<file path="config.mk">
export PLATFORM = sky130hd
export DESIGN_NAME = dmem_write_buffer
export DESIGN_NICKNAME = d
export VERILOG_FILES = /design/src/rtl/dmem_write_buffer.sv
export SDC_FILE = /design/constraint.sdc
export NUM_CORES = 1
export LEC_CHECK = 0
export CELL_PAD_IN_SITES_DETAIL_PLACEMENT = 1
export CELL_PAD_IN_SITES_GLOBAL_PLACEMENT = 2
export CORE_UTILIZATION = 41
export CTS_BUF_LIST = sky130_fd_sc_hd__clkbuf_4
export DETAILED_ROUTE_END_ITERATION = 8
export HOLD_SLACK_MARGIN = 0.05
export PLACE_DENSITY_LB_ADDON = 0.1
export SLEW_MARGIN = 20
export SYNTH_ARGS = -nofsm -noshare
export SYNTH_HDL_FRONTEND = slang
export SYNTH_SLANG_ARGS = --single-unit
</file>
<file path="constraint.sdc">
create_clock -name clock -period 10.23 [get_ports clock]
set_input_delay 1.5345 -clock clock [delete_from_list [all_inputs] [get_ports clock]]
set_output_delay 1.5345 -clock clock [all_outputs]
set_load 0.05 [all_outputs]
</file>
<file path="src/rtl/dmem_write_buffer.sv">
// Store buffer between the memory-stage dmem port and a 1W/1R synchronous RAM.
// Stores drain in FIFO order, one per cycle; loads forward from the youngest matching entry.
module dmem_write_buffer #(
  parameter int DEPTH  = 4,
  parameter int ADDR_W = 12,
  parameter int DATA_W = 32
) (
  input  logic                     clock,
  input  logic                     reset,
  input  logic [31:0]              cpu_addr,
  input  logic [DATA_W-1:0]        cpu_data,
  input  logic                     cpu_wren,
  output logic [DATA_W-1:0]        cpu_q,
  output logic                     cpu_stall,
  output logic [ADDR_W-1:0]        ram_raddr,
  input  logic [DATA_W-1:0]        ram_q,
  output logic [ADDR_W-1:0]        ram_waddr,
  output logic [DATA_W-1:0]        ram_wdata,
  output logic                     ram_wren,
  output logic                     empty,
  output logic [$clog2(DEPTH):0]   count
);

  localparam int PTR_W = $clog2(DEPTH);
  localparam int CNT_W = PTR_W + 1;
  localparam logic [CNT_W-1:0] FULL = CNT_W'(DEPTH);

  logic [PTR_W-1:0]  head_q, head_d, tail_q, tail_d;
  logic [CNT_W-1:0]  count_q, count_d;
  logic              fwd_hit_q, fwd_hit_d;
  logic [DATA_W-1:0] fwd_data_q, fwd_data_d;

  logic [ADDR_W-1:0] addr_q [DEPTH];
  logic [DATA_W-1:0] data_q [DEPTH];

  logic [ADDR_W-1:0] cpu_word;
  logic              push, pop;
  logic [DEPTH-1:0]  match;
  logic              sel_hit;
  logic [DATA_W-1:0] sel_data;
  logic              unused_addr_hi;

  assign cpu_word       = cpu_addr[ADDR_W-1:0];
  assign unused_addr_hi = ^cpu_addr[31:ADDR_W];

  // Stall is decided on the registered count only, so a same-cycle pop never frees a slot.
  assign cpu_stall = cpu_wren & (count_q == FULL);
  assign push      = cpu_wren & (count_q != FULL);
  assign pop       = (count_q != '0);

  assign empty     = (count_q == '0);
  assign count     = count_q;
  assign ram_wren  = pop;
  assign ram_waddr = addr_q[head_q];
  assign ram_wdata = data_q[head_q];
  assign ram_raddr = cpu_word;
  assign cpu_q     = fwd_hit_q ? fwd_data_q : ram_q;

  generate
    for (genvar gi = 0; gi < DEPTH; gi++) begin : g_entry
      logic [PTR_W-1:0] age;
      assign age       = PTR_W'(gi) - head_q;
      assign match[gi] = ({1'b0, age} < count_q) && (addr_q[gi] == cpu_word);

      always_ff @(posedge clock) begin
        if (push && (tail_q == PTR_W'(gi))) begin
          addr_q[gi] <= cpu_word;
          data_q[gi] <= cpu_data;
        end
      end
    end
  endgenerate

  // Walk from head toward tail so the last match seen is the youngest store.
  always_comb begin
    logic [PTR_W-1:0] idx;
    sel_hit  = 1'b0;
    sel_data = '0;
    idx      = head_q;
    for (int k = 0; k < DEPTH; k++) begin
      idx = head_q + PTR_W'(k);
      if (match[idx]) begin
        sel_hit  = 1'b1;
        sel_data = data_q[idx];
      end
    end
  end

  always_comb begin
    head_d     = head_q + PTR_W'(pop);
    tail_d     = tail_q + PTR_W'(push);
    count_d    = count_q;
    fwd_hit_d  = ~cpu_wren & sel_hit;
    fwd_data_d = cpu_wren ? fwd_data_q : sel_data;
    case ({push, pop})
      2'b10:   count_d = count_q + 1'b1;
      2'b01:   count_d = count_q - 1'b1;
      default: count_d = count_q;
    endcase
  end

  always_ff @(posedge clock or negedge reset) begin
    if (!reset) begin
      head_q     <= '0;
      tail_q     <= '0;
      count_q    <= '0;
      fwd_hit_q  <= 1'b0;
      fwd_data_q <= '0;
    end else begin
      head_q     <= head_d;
      tail_q     <= tail_d;
      count_q    <= count_d;
      fwd_hit_q  <= fwd_hit_d;
      fwd_data_q <= fwd_data_d;
    end
  end

endmodule
</file>
**Word level (Yosys, flattened, before mapping)**

Memories as Yosys holds them, arrays and structs flattened.
Index checks and enable logic that the tools add are counted.

- Equal/unequal tests: 11
- Bitwise operators: 4
- Reductions and logical operators: 18
- $add $sub $neg: 11
- Magnitude comparators: 8
- Mux-type cells: 44

Operators by type and width:

| cell | count |
|---|---|
| 2-to-1 mux 32 bit | 8 |
| OR reduction 32 bit | 3 |
| equality test 12 bit | 4 |
| 2-to-1 mux 12 bit | 3 |
| OR reduction 12 bit | 3 |
| 2-to-1 mux 1 bit | 22 |
| < comparator 2 x 3 -> 1 bit | 4 |
| < comparator 2 x 3 -> 1 bit, second input constant | 4 |
| 2-to-1 mux 2 bit | 6 |
| binary-select mux 1 bit (select 2 bit) | 4 |
| logical AND 1 bit | 8 |
| equality test 2 bit, second input constant | 3 |
| one-hot mux 3 bit (2 select lines) | 1 |
| adder 2 x 1 -> 2 bit | 2 |
| adder 2 bit, second input constant | 2 |
| equality test 2 x 1 -> 1 bit, second input constant | 2 |
| subtractor 1 x 2 -> 2 bit, first input constant | 2 |
| subtractor 2 bit, first input constant | 2 |
| adder 3 x 1 -> 3 bit, second input constant | 1 |
| bitwise AND 1 bit | 3 |
| equality test 3 bit, second input constant | 1 |
| zero test 3 bit | 1 |
| != test 3 bit, second input constant | 1 |
| nonzero test 3 bit | 1 |
| 5 further kinds | 5 |

- Memories: 2
- Bits in writable memories: 176
- Flip-flop bits (word level): 40
- Output and inout bits: 94

Memories:

| memory | words | bits a word | rd ports | clocked after Yosys merged registers in | write ports | line | RTL |
|---|---|---|---|---|---|---|---|
| data_q | 4 | 32 | 4 | 0 | 1 | 34 | `logic [DATA_W-1:0] data_q [DEPTH];` |
| addr_q | 4 | 12 | 5 | 0 | 1 | 33 | `logic [ADDR_W-1:0] addr_q [DEPTH];` |

**Depth between registers and ports, before layout**

Gate-level depths: netlist of run 1.

- Word-level depth: 10
- Depth in mapped cells: 18
- Mapped depth without buffers: 10

**Worst setup path before layout of run 1**

Ideal clock, no wire load.

- Path kind: in2reg
- From: input cpu_wren
- To: memory addr_q[0][0], enable pin
- Library setup time: 509 ps
- Setup slack: 4612 ps
- Stages on the path: 3
- Data required time: 9721 ps
- Buffers on the path: 0
- Arrival time: 5109 ps
- Cells stage by stage: inv_1 a21oi_1 nor3b_1

- Longest elaborated chain between the ends: 8
- Elaborated cells between the ends (all ways): 22

Ends and longest elaborated chain:

| what | line | RTL |
|---|---|---|
| from (decl) | 12 | `input logic cpu_wren,` |
| bitwise AND 1 bit * | 48 | `assign push = cpu_wren & (count_q != FULL);` |
| logical AND 1 bit | 66 | `if (push && (tail_q == PTR_W'(gi))) begin` |
| 2-to-1 mux 1 bit | 66 |  |
| 2-to-1 mux 1 bit (not written as such) | 67 | `addr_q[gi] <= cpu_word;` |
| OR reduction 12 bit (no line) | -- |  |
| 2-to-1 mux 2 bit (no line) / 2-to-1 mux 1 bit (equally long branches) (3 in series) | -- |  |
| to (decl) | 33 |  |

Every way passes the cells marked *; elsewhere a longest branch is shown, timed or not.

**Final worst setup path of run 1**

- From: register head_q[1]
- To: output ram_wdata[31]

- Longest elaborated chain between the ends: 1

Ends and longest elaborated chain:

| what | line | RTL |
|---|---|---|
| from (decl) | 28 | `logic [PTR_W-1:0] head_q, head_d, tail_q, tail_d;` |
| from (signal assigned) | 104 | `head_q <= '0;` |
| from (signal assigned) | 110 | `head_q <= head_d;` |
| memory read (4 x 32 bit) | -- |  |
| to (decl) | 18 | `output logic [DATA_W-1:0] ram_wdata,` |

Every way passes these cells.

==> impl_metrics.yaml, run 1 <==
outcome:
  outcome: "complete, no violations"
clock_network:
  cts.htree.levels: 2
  cts_num_sinks: 216
  cts_resized: 0
  cts_setup_buffers: 0
  clockBufferDepth: 3
  cts_tree: "yes"
  cts_buffers: 58
  root_buffer: "clkbuf_4"
  insertion_delay_ps: 690
  postCtsHoldBufs: 0
  path_clk_slew_ps: 70
drt:
  drt_wl_total_um: 33980
  route.detailed.drc: 0
  drtPass1Iterations: 5
  vias: 8544
  drt_iter0_drc: 438
  wire_per_inst_um: 22.18
  via_per_inst: 5.577
  detail-route-antenna-nets: 0
floorplanning:
  core-area_um2: 28860
  die-area_um2: 30110
  rows: 62
  die_height_um: 173.5
  ios: 193
  die_w_um: 173.5
  start_util_pct: 41.80
logic_synthesis:
  synth_nets: 1039
  postSynth.asyncResetShare_pct: 18.52
  synth_cell_types: 42
  syn_avg_cell_area_um2: 12.93
  yosys_warnings: 0
  synth_edf_count: 176
  syn_area_um2: 12060
  ys_seq_area_share_pct: 52.11
  ys_ff_latch: 216
  yosys_most_used_dff: "edfxtp_1"
  syn_inst: 933
final_layout:
  drive_gt1_share_pct: 29.17
  syn2layout_area_growth_pct: 22.87
  final_cell_mix: "176 x edfxtp_1, 170 x clkdlybuf4s50_1, 126 x mux2_2"
  finish.utilization_pct: 51.36
  nets: 1202
  final_cells: 1532
  final_common_cell: "edfxtp_1"
worst_setup_path:
  slowest_stage: "clkdlybuf4s50_1"
  path_delay_family: "buffers and inverters"
  cp_max_fo: 64
  slowest_delay_ps: 850
  cp.arrival_ps: 3850
  crit_path_start_kind: "flip-flop"
  worstSetupPathType: "flip-flop to primary output"
  worstPathRequired_ps: 8700
  cp-end-kind: "primary output"
  path_cells: "buf_4 > mux2_2 > nor2_1 > a21oi_1 > clkdlybuf4s50_1"
  cp_num_buf_inv: 2
place:
  port_buffers: 172
  hpwl_um: 19910
  dp_cells: 1420
  post-place-ws_ps: 5049
  place_congestion: 0.7230
power:
  ir_drop_v: 0.0001854
  seqPwrFrac_pct: 32.5
  power_frac_comb_pct: 48.5
  p_leak_nw: 5.469
  swShare_pct: 42.96
  p_per_area_nw_per_um2: 281.7
  netSwitchingPower_mw: 1.794
  p_int_mw: 2.382
  pwr-share-clk_pct: 19.0
grt:
  grt_use_total_pct: 22.80
  top_usage_layer: "met2"
  gr-total-overflow: 0
  grt_pass1_vias: 9327
  grt_max_degree: 71
  antenna_found_initial: 1
  grt_util_met1_pct: 30.54
  grtUsageMet2_pct: 38.19
  grt_pass1_wl_um: 52990
  use_met3_pct: 3.706
timing:
  worst_slack_ps: 4847
  rsz0062_at_grt: "no"
  worstMarginPinSlew_ps: 1034
  skew_ps: 45.16
  fin_crit_ps: 5383
  finalCritPeriodShare_pct: 52.62
  fin_setup_tns_ps: 0
  fmax_mhz: 185.8
  hold_violations: 0
  finalMaxSlewViolations: 0
  whs_ps: 485.3
  setup_viol: 0
  maxSlewHeadroom_pct: 31.02
min_path:
  hold_path.class: "flip-flop to flip-flop"
run:
  maxCapViolCount: 0
-- cell usage after synthesis, types with 7 or more instances --
master | n | area (um^2)
a211oi_1 | 32 | 240.2
a211oi_2 | 30 | 375.4
a21o_1 | 32 | 240.2
a21oi_1 | 43 | 215.2
buf_1 | 7 | 26.28
buf_2 | 24 | 120.1
buf_4 | 16 | 120.1
clkbuf_1 | 37 | 138.9
dfrtp_1 | 40 | 1001
edfxtp_1 | 176 | 5285
inv_1 | 10 | 37.54
mux2_2 | 126 | 1419
mux2i_1 | 66 | 660.6
mux4_2 | 12 | 270.3
nand2_1 | 43 | 161.4
nor2_1 | 42 | 157.7
o221ai_1 | 64 | 560.5
or2_2 | 31 | 193.9
xnor2_1 | 25 | 219.0
xor2_1 | 26 | 227.7
-- power by group through the flow --
stage / sequential, mW / combinational (mW) / clock, mW
CTS: 1.36 / 2.05 / 0.823
floorplan: 1.28 / 1.50 / 0
finish: 1.36 / 2.03 / 0.794
global placement: 1.36 / 2.02 / 0
global route: 1.39 / 2.16 / 0.859
detailed placement: 1.38 / 2.03 / 0
-- logic make-up (layout without fill, tap and decap cells) --
kind of cell    after synthesis  after routing  share of synthesized area [%]
fa+ha+maj                     7              7                         0.7883
buf+inv                      97            309                          3.952
mux                         204            204                          19.48
flops                       216            216                          52.11
other cells                   0              3                              0
simple gates                142            142                          5.560
xor+xnor                     51             51                          3.703
compound gates              216            216                          14.41
-- routing by layer --
| metal | vias up | share of wire, % |
|---|---|---|
| li1 | 3982 | - |
| met1 | 4306 | 46 |
| met2 | 207 | 48 |
| met3 | 49 | 4.1 |
| met4 | 0 | 1.6 |
| met5 | - | 0 |
-- tightest hold or removal path: stages, from the launching register on --
cell and delay [ps]:
dfrtp_1 340, nand2_1 50, o221ai_1 60
-- through the flow --
| stage | power, mW | cell area [um^2] |
|---|---|---|
| 2_1_floorplan | 2.785 | 12060 |
| 3_3_place_gp | 3.383 | 14030 |
| 3_5_place_dp | 3.410 | 14030 |
| 4_1_cts | 4.228 | 14810 |
| 5_1_grt | 4.408 | 14820 |
| 6_report | 4.176 | 14820 |
-- worst paths after layout --
| kind | to | from | slack, ps | cells after the start |
|---|---|---|---|---|
| max in group asynchronous | head_q[1] | reset | 8730 | 2 |
| min | fwd_data_q[14] | fwd_data_q[14] | 490 | 2 |
| max | ram_wdata[31] | head_q[1] | 4850 | 5 |
| min in group asynchronous | fwd_data_q[31] | reset | 990 | 2 |
| min reg2reg | fwd_data_q[14] | fwd_data_q[14] | 490 | 2 |
| max reg2reg | fwd_data_q[0] | head_q[1] | 5820 | 10 |
-- state kept, by name (all words and copies together), names as in the netlist --
signal / flops
addr_q: 48
tail_q: 2
count: 3
head_q: 2
data_q: 128
fwd_data_q: 32
fwd_hit_q: 1
-- layout make-up --
cell class | instances | area (um^2)
clock buffers | 99 | 743.2
repair buffers | 190 | 1847
flip-flops and latches | 216 | 6295
multi-input cells | 620 | 5371
well taps | 384 | 480.5
fillers | 2981 | 14040
diodes | 3 | 7.507
inverters | 10 | 38.79
clock inverters | 10 | 38.79
Power figures use the tool's default switching activity.
==> run 2, diff against run 1 <==
--- a/config.mk
+++ b/config.mk
@@ -7,7 +7,7 @@
 export LEC_CHECK = 0
 export CELL_PAD_IN_SITES_DETAIL_PLACEMENT = 1
 export CELL_PAD_IN_SITES_GLOBAL_PLACEMENT = 2
-export CORE_UTILIZATION = 41
+export CORE_UTILIZATION = 34
 export CTS_BUF_LIST = sky130_fd_sc_hd__clkbuf_4
 export DETAILED_ROUTE_END_ITERATION = 8
 export HOLD_SLACK_MARGIN = 0.05
==> constraint.sdc (replaced) <==
create_clock -name clock -period 4.7 [get_ports clock]
set_input_delay 0.705 -clock clock [delete_from_list [all_inputs] [get_ports clock]]
set_output_delay 0.705 -clock clock [all_outputs]
set_load 0.05 [all_outputs]
==> run 2 against run 1 <==
Hold slack worse by 300 ps. Via count up 0.69%. Combinational power up 120%. Total power up 120%. Critical path depth down 2. Design area up 1.7%. Sequential cell count unchanged. Clock power up 130%. Global-route usage down 2.9 points. Register-to-register slack worse by 4500 ps. First-iteration DRC count down 26%. Sequential power up 110%. Largest cell class unchanged.
==> impl_metrics.yaml, run 2 (synthesis results as in run 1) <==
floorplanning:
  start_util_pct: 34.75
  ios: 193
  core-area_um2: 34710
  die_height_um: 190.4
  die-area_um2: 36240
  rows: 68
  die_w_um: 190.4
worst_setup_path:
  worstPathRequired_ps: 3990
  cp.arrival_ps: 3280
  worstSetupPathType: "flip-flop to primary output"
  crit_path_start_kind: "flip-flop"
  critPathLaunch: "head_q[0]"
  path_cells: "clkinv_2 > mux2i_1 > clkdlybuf4s50_1"
  cp_num_buf_inv: 2
  r2r-start: "head_q[0]"
  path_delay_family: "buffers and inverters"
  cp-end-kind: "primary output"
  slowest_stage: "clkdlybuf4s50_1"
  cp_max_fo: 42
  slowest_delay_ps: 870
clock_network:
  clockBufferDepth: 3
  path_clk_slew_ps: 60
  root_buffer: "clkbuf_4"
  postCtsHoldBufs: 0
  cts_tree: "yes"
  cts_buffers: 67
  insertion_delay_ps: 670
  cts_num_sinks: 216
  cts_setup_buffers: 0
  cts_resized: 0
  cts.htree.levels: 3
final_layout:
  final_cell_mix: "176 x edfxtp_1, 170 x clkdlybuf4s50_1, 126 x mux2_2"
  largestRegisters: "data_q x128, addr_q x48, fwd_data_q x32"
  nets: 1214
  regMostFlops: "data_q"
  syn2layout_area_growth_pct: 24.90
  largest_reg_flops: 128
  finish.utilization_pct: 43.40
  drive_gt1_share_pct: 29.52
  final_common_cell: "edfxtp_1"
place:
  place_congestion: 0.7245
  post-place-ws_ps: 607.0
  port_buffers: 172
  hpwl_um: 21510
drt:
  vias: 8603
  detail-route-antenna-nets: 0
  route.detailed.drc: 0
  drt_iter0_drc: 323
  drtPass1Iterations: 5
  drt_wl_total_um: 35720
  wire_per_inst_um: 22.05
  via_per_inst: 5.310
grt:
  grt_max_degree: 97
  gr-total-overflow: 0
  antenna_found_initial: 3
  grt_pass1_vias: 9220
  grt_use_total_pct: 19.88
  grt_pass1_wl_um: 54390
timing:
  fmax_mhz: 250.8
  worst_slack_ps: 712.8
  setup_viol: 0
  finalCritPeriodShare_pct: 84.83
  skew_ps: 34.86
  maxSlewHeadroom_pct: 38.02
  worstMarginPinSlew_ps: 926.4
  finalMaxSlewViolations: 0
  hold_violations: 0
  fin_crit_ps: 3987
  fin_setup_tns_ps: 0
  rsz0062_at_grt: "no"
power:
  ir_drop_v: 0.0004369
  power_mw: 9.301
  p_leak_nw: 5.546
  p_per_area_nw_per_um2: 617.3
outcome:
  outcome: "complete, no violations"
min_path:
  hold_path.class: "primary input to async pin"
run:
  maxCapViolCount: 0
[run 2: changes by cell type in the layout (fill, tap and decap cells not counted), sizes merged]
cell,change
bufinv,+1
inv,+5
clkinv,+9
clkbuf,-1
buf,+3
[run 2: path summary, 6_finish.rpt]
check | end | slack [ps] | cells after the start
min in group clock | count[0] | 430 | 3
worst min register to register | fwd_data_q[19] | 500 | 2
worst max-delay path | ram_wdata[26] | 710 | 3
worst max register to register | fwd_data_q[31] | 1290 | 11
max in group asynchronous | head_q[0] | 3990 | 2
worst min-delay path | fwd_data_q[24] | 180 | 2
[run 2: per-layer routing]
metal | vias to the layer above | track usage, % | wire, um
met1 | 4328 | 25.68 | 16140
met2 | 215 | 33.34 | 17270
met5 | - | 0 | 0
met4 | 0 | 6.277 | 603
met3 | 42 | 3.901 | 1706
li1 | 4018 | - | -
[run 2: cell type report]
cell class,instances,area [um^2]
fillers,3657,19650
flip-flops and latches,216,6295
multi-input cells,620,5380
repair buffers,193,1919
clock buffers,98,735.7
well taps,455,569.3
clock inverters,25,121.4
inverters,10,38.79
diodes,3,7.507
[run 2: stage by stage]
step / hold WS, ps / instances / area, um^2
3_3_place_gp: 479.9 / 1494 / 14200
2_1_floorplan: 409.4 / 933 / 12070
4_1_cts: 153.1 / 1617 / 15060
6_report: 180.6 / 1620 / 15070
3_5_place_dp: 475.9 / 1494 / 14200
5_1_grt: 172.9 / 1620 / 15070
[run 2: power breakdown]
group | total (mW) | switching [mW] | leakage [nW] | internal (mW)
sequential | 2.91 | 0.354 | 2.14 | 2.56
clock | 1.86 | 0.847 | 0.518 | 1.02
combinational | 4.53 | 2.80 | 2.89 | 1.72
==> run 3, diff against run 2 <==
--- a/config.mk
+++ b/config.mk
@@ -7,7 +7,7 @@
 export LEC_CHECK = 0
 export CELL_PAD_IN_SITES_DETAIL_PLACEMENT = 1
 export CELL_PAD_IN_SITES_GLOBAL_PLACEMENT = 2
-export CORE_UTILIZATION = 34
+export CORE_UTILIZATION = 38
 export CTS_BUF_LIST = sky130_fd_sc_hd__clkbuf_4
 export DETAILED_ROUTE_END_ITERATION = 8
 export HOLD_SLACK_MARGIN = 0.05
==> constraint.sdc (replaced) <==
create_clock -name clock -period 4 [get_ports clock]
set_input_delay 0.6 -clock clock [delete_from_list [all_inputs] [get_ports clock]]
set_output_delay 0.6 -clock clock [all_outputs]
set_load 0.05 [all_outputs]
==> run 3 against run 2 <==
Utilization up 5.4 points. Critical path depth up 2. Combinational power up 21%. Via count up 1.1%. Cell count down 3.6%. Register-to-register slack worse by 560 ps. Hold slack better by 140 ps. Clock power up 10%. Clock skew up 9.9 ps. First-iteration DRC count up 39%. Total power up 17%. Routed wire length down 0.37%. Largest cell class unchanged.
==> impl_metrics.yaml, run 3 (synthesis results as in run 1) <==
outcome:
  outcome: "complete, no violations"
worst_setup_path:
  worstPathRequired_ps: 3400
  crit_path_start_kind: "flip-flop"
  worstSetupPathType: "flip-flop to primary output"
  worst-r2r-setup-slack_ps: 730
  r2r-start: "count[1]"
  rr_worst_depth: 11
  cp_max_fo: 59
  rr_endpoint: "fwd_data_q[8]"
  cp-end-kind: "primary output"
  cp.arrival_ps: 3050
min_path:
  min_to: "count[0]"
  hold_path.class: "primary input to flip-flop"
  min_from: "cpu_wren"
  min_path_cells: 3
clock_network:
  cts_buffers: 60
  clockBufferDepth: 3
  path_clk_slew_ps: 80
  root_buffer: "clkbuf_4"
  cts_setup_buffers: 0
  cts.htree.levels: 2
  cts_num_sinks: 216
  insertion_delay_ps: 680
  cts_tree: "yes"
final_layout:
  largest_reg_flops: 128
  largestRegisters: "data_q x128, addr_q x48, fwd_data_q x32"
  final.fill_count: 3179
  nets: 1225
  final_cell_mix: "176 x edfxtp_1, 170 x clkdlybuf4s50_1, 126 x mux2_2"
  drive_gt1_share_pct: 29.96
  syn2layout_area_growth_pct: 25.02
  final_common_cell: "edfxtp_1"
  finish.utilization_pct: 48.79
  regMostFlops: "data_q"
timing:
  maxSlewHeadroom_pct: 38.13
  rsz0062_at_grt: "no"
  skew_ps: 44.76
  hold_violations: 0
  finalMaxSlewViolations: 0
  fin_crit_ps: 3652
  fmax_mhz: 273.8
  worstMarginPinSlew_ps: 928.0
  setup_viol: 0
  finalCritPeriodShare_pct: 91.30
  fin_setup_tns_ps: 0
  whs_ps: 321.1
power:
  power_mw: 10.89
  p_leak_nw: 5.600
  p_per_area_nw_per_um2: 722.4
  ir_drop_v: 0.0003729
place:
  port_buffers: 172
  place_congestion: 0.7356
  hpwl_um: 21100
run:
  maxCapViolCount: 0
grt:
  antenna_found_initial: 2
  grt_pass1_vias: 9431
  gr-total-overflow: 0
  grt_use_total_pct: 21.40
  grt_max_degree: 118
  grt_pass1_wl_um: 54010
drt:
  route.detailed.drc: 0
  drt_iter0_drc: 449
  drtPass1Iterations: 4
  drt_wl_total_um: 35580
  detail-route-antenna-nets: 0
  vias: 8698
  via_per_inst: 5.569
  wire_per_inst_um: 22.78
floorplanning:
  ios: 193
  die_height_um: 180.2
  die-area_um2: 32460
  core-area_um2: 30910
  die_w_um: 180.2
  rows: 64
  start_util_pct: 39.03
-- run 3: cell types whose count changed in the layout (fill, tap and decap cells not counted), sizes merged --
cell and change:
dlygate4sd3 +1, buf +16, clkinv -3, clkbuf -6, inv -5, diode -2
-- run 3: worst max-delay path, stage by stage (launching register included) --
cell             delay (ps)
dfrtp_4                 550
buf_16                  350
mux2_2                  280
nor2_1                   50
a21oi_1                 280
clkdlybuf4s50_1         870
-- run 3: repair_timing --
| item | in CTS | in global routing |
|---|---|---|
| setup endpoints to repair | 0 | 4 |
| gates resized for setup | 0 | 1 |
| hold buffers | 1 | 0 |
| hold endpoints to repair | 26 | 0 |
-- run 3: per-stage QoR --
stage,area [um^2],cells,setup WS (ps)
floorplan,12070,933,379.5
global placement,14260,1451,422.6
detailed placement,14260,1451,393.9
CTS,15050,1560,35.14
global route,15080,1562,179.3
finish,15080,1562,348.1
-- run 3: power breakdown --
part           switching [mW]  internal (mW)  total, mW
sequential              0.371           3.00       3.37
clock                   0.953           1.10       2.05
combinational            3.39           2.08       5.47
total                    4.71           6.18       10.9
-- run 3: area by class of cell --
| class | count | area (um^2) | area share [%] |
|---|---|---|---|
| timing repair buffer | 211 | 2095 | 13.89 |
| clock buffer | 91 | 683.2 | 4.530 |
| inverter | 10 | 38.79 | 0.2572 |
| antenna | 1 | 2.502 | 0.01659 |
| tap | 396 | 495.5 | 3.285 |
| clock inverter | 17 | 93.84 | 0.6223 |
| multi-input combinational | 620 | 5378 | 35.66 |
| sequential | 216 | 6295 | 41.74 |
-- run 3: worst max-delay path by stage --
stage                       from            end  slack (ps)  depth (start not counted)
floorplan               count[0]   addr_q[1][0]         380                          5
global placement     cpu_addr[4]  fwd_data_q[8]         420                         10
detailed placement  cpu_addr[10]  fwd_data_q[0]         390                         10
CTS                    head_q[1]  ram_wdata[28]          40                          5
global route           head_q[1]  ram_wdata[28]         180                          5
finish                 head_q[1]  ram_wdata[28]         350                          5
-- run 3: routing by layer --
layer	global-route usage [%]	vias to the layer above	wire length, um
met5	0	-	13
met4	5.573	2	674
met3	3.355	57	1395
met2	37.57	205	17720
met1	27.40	4402	15790
li1	-	4032	-
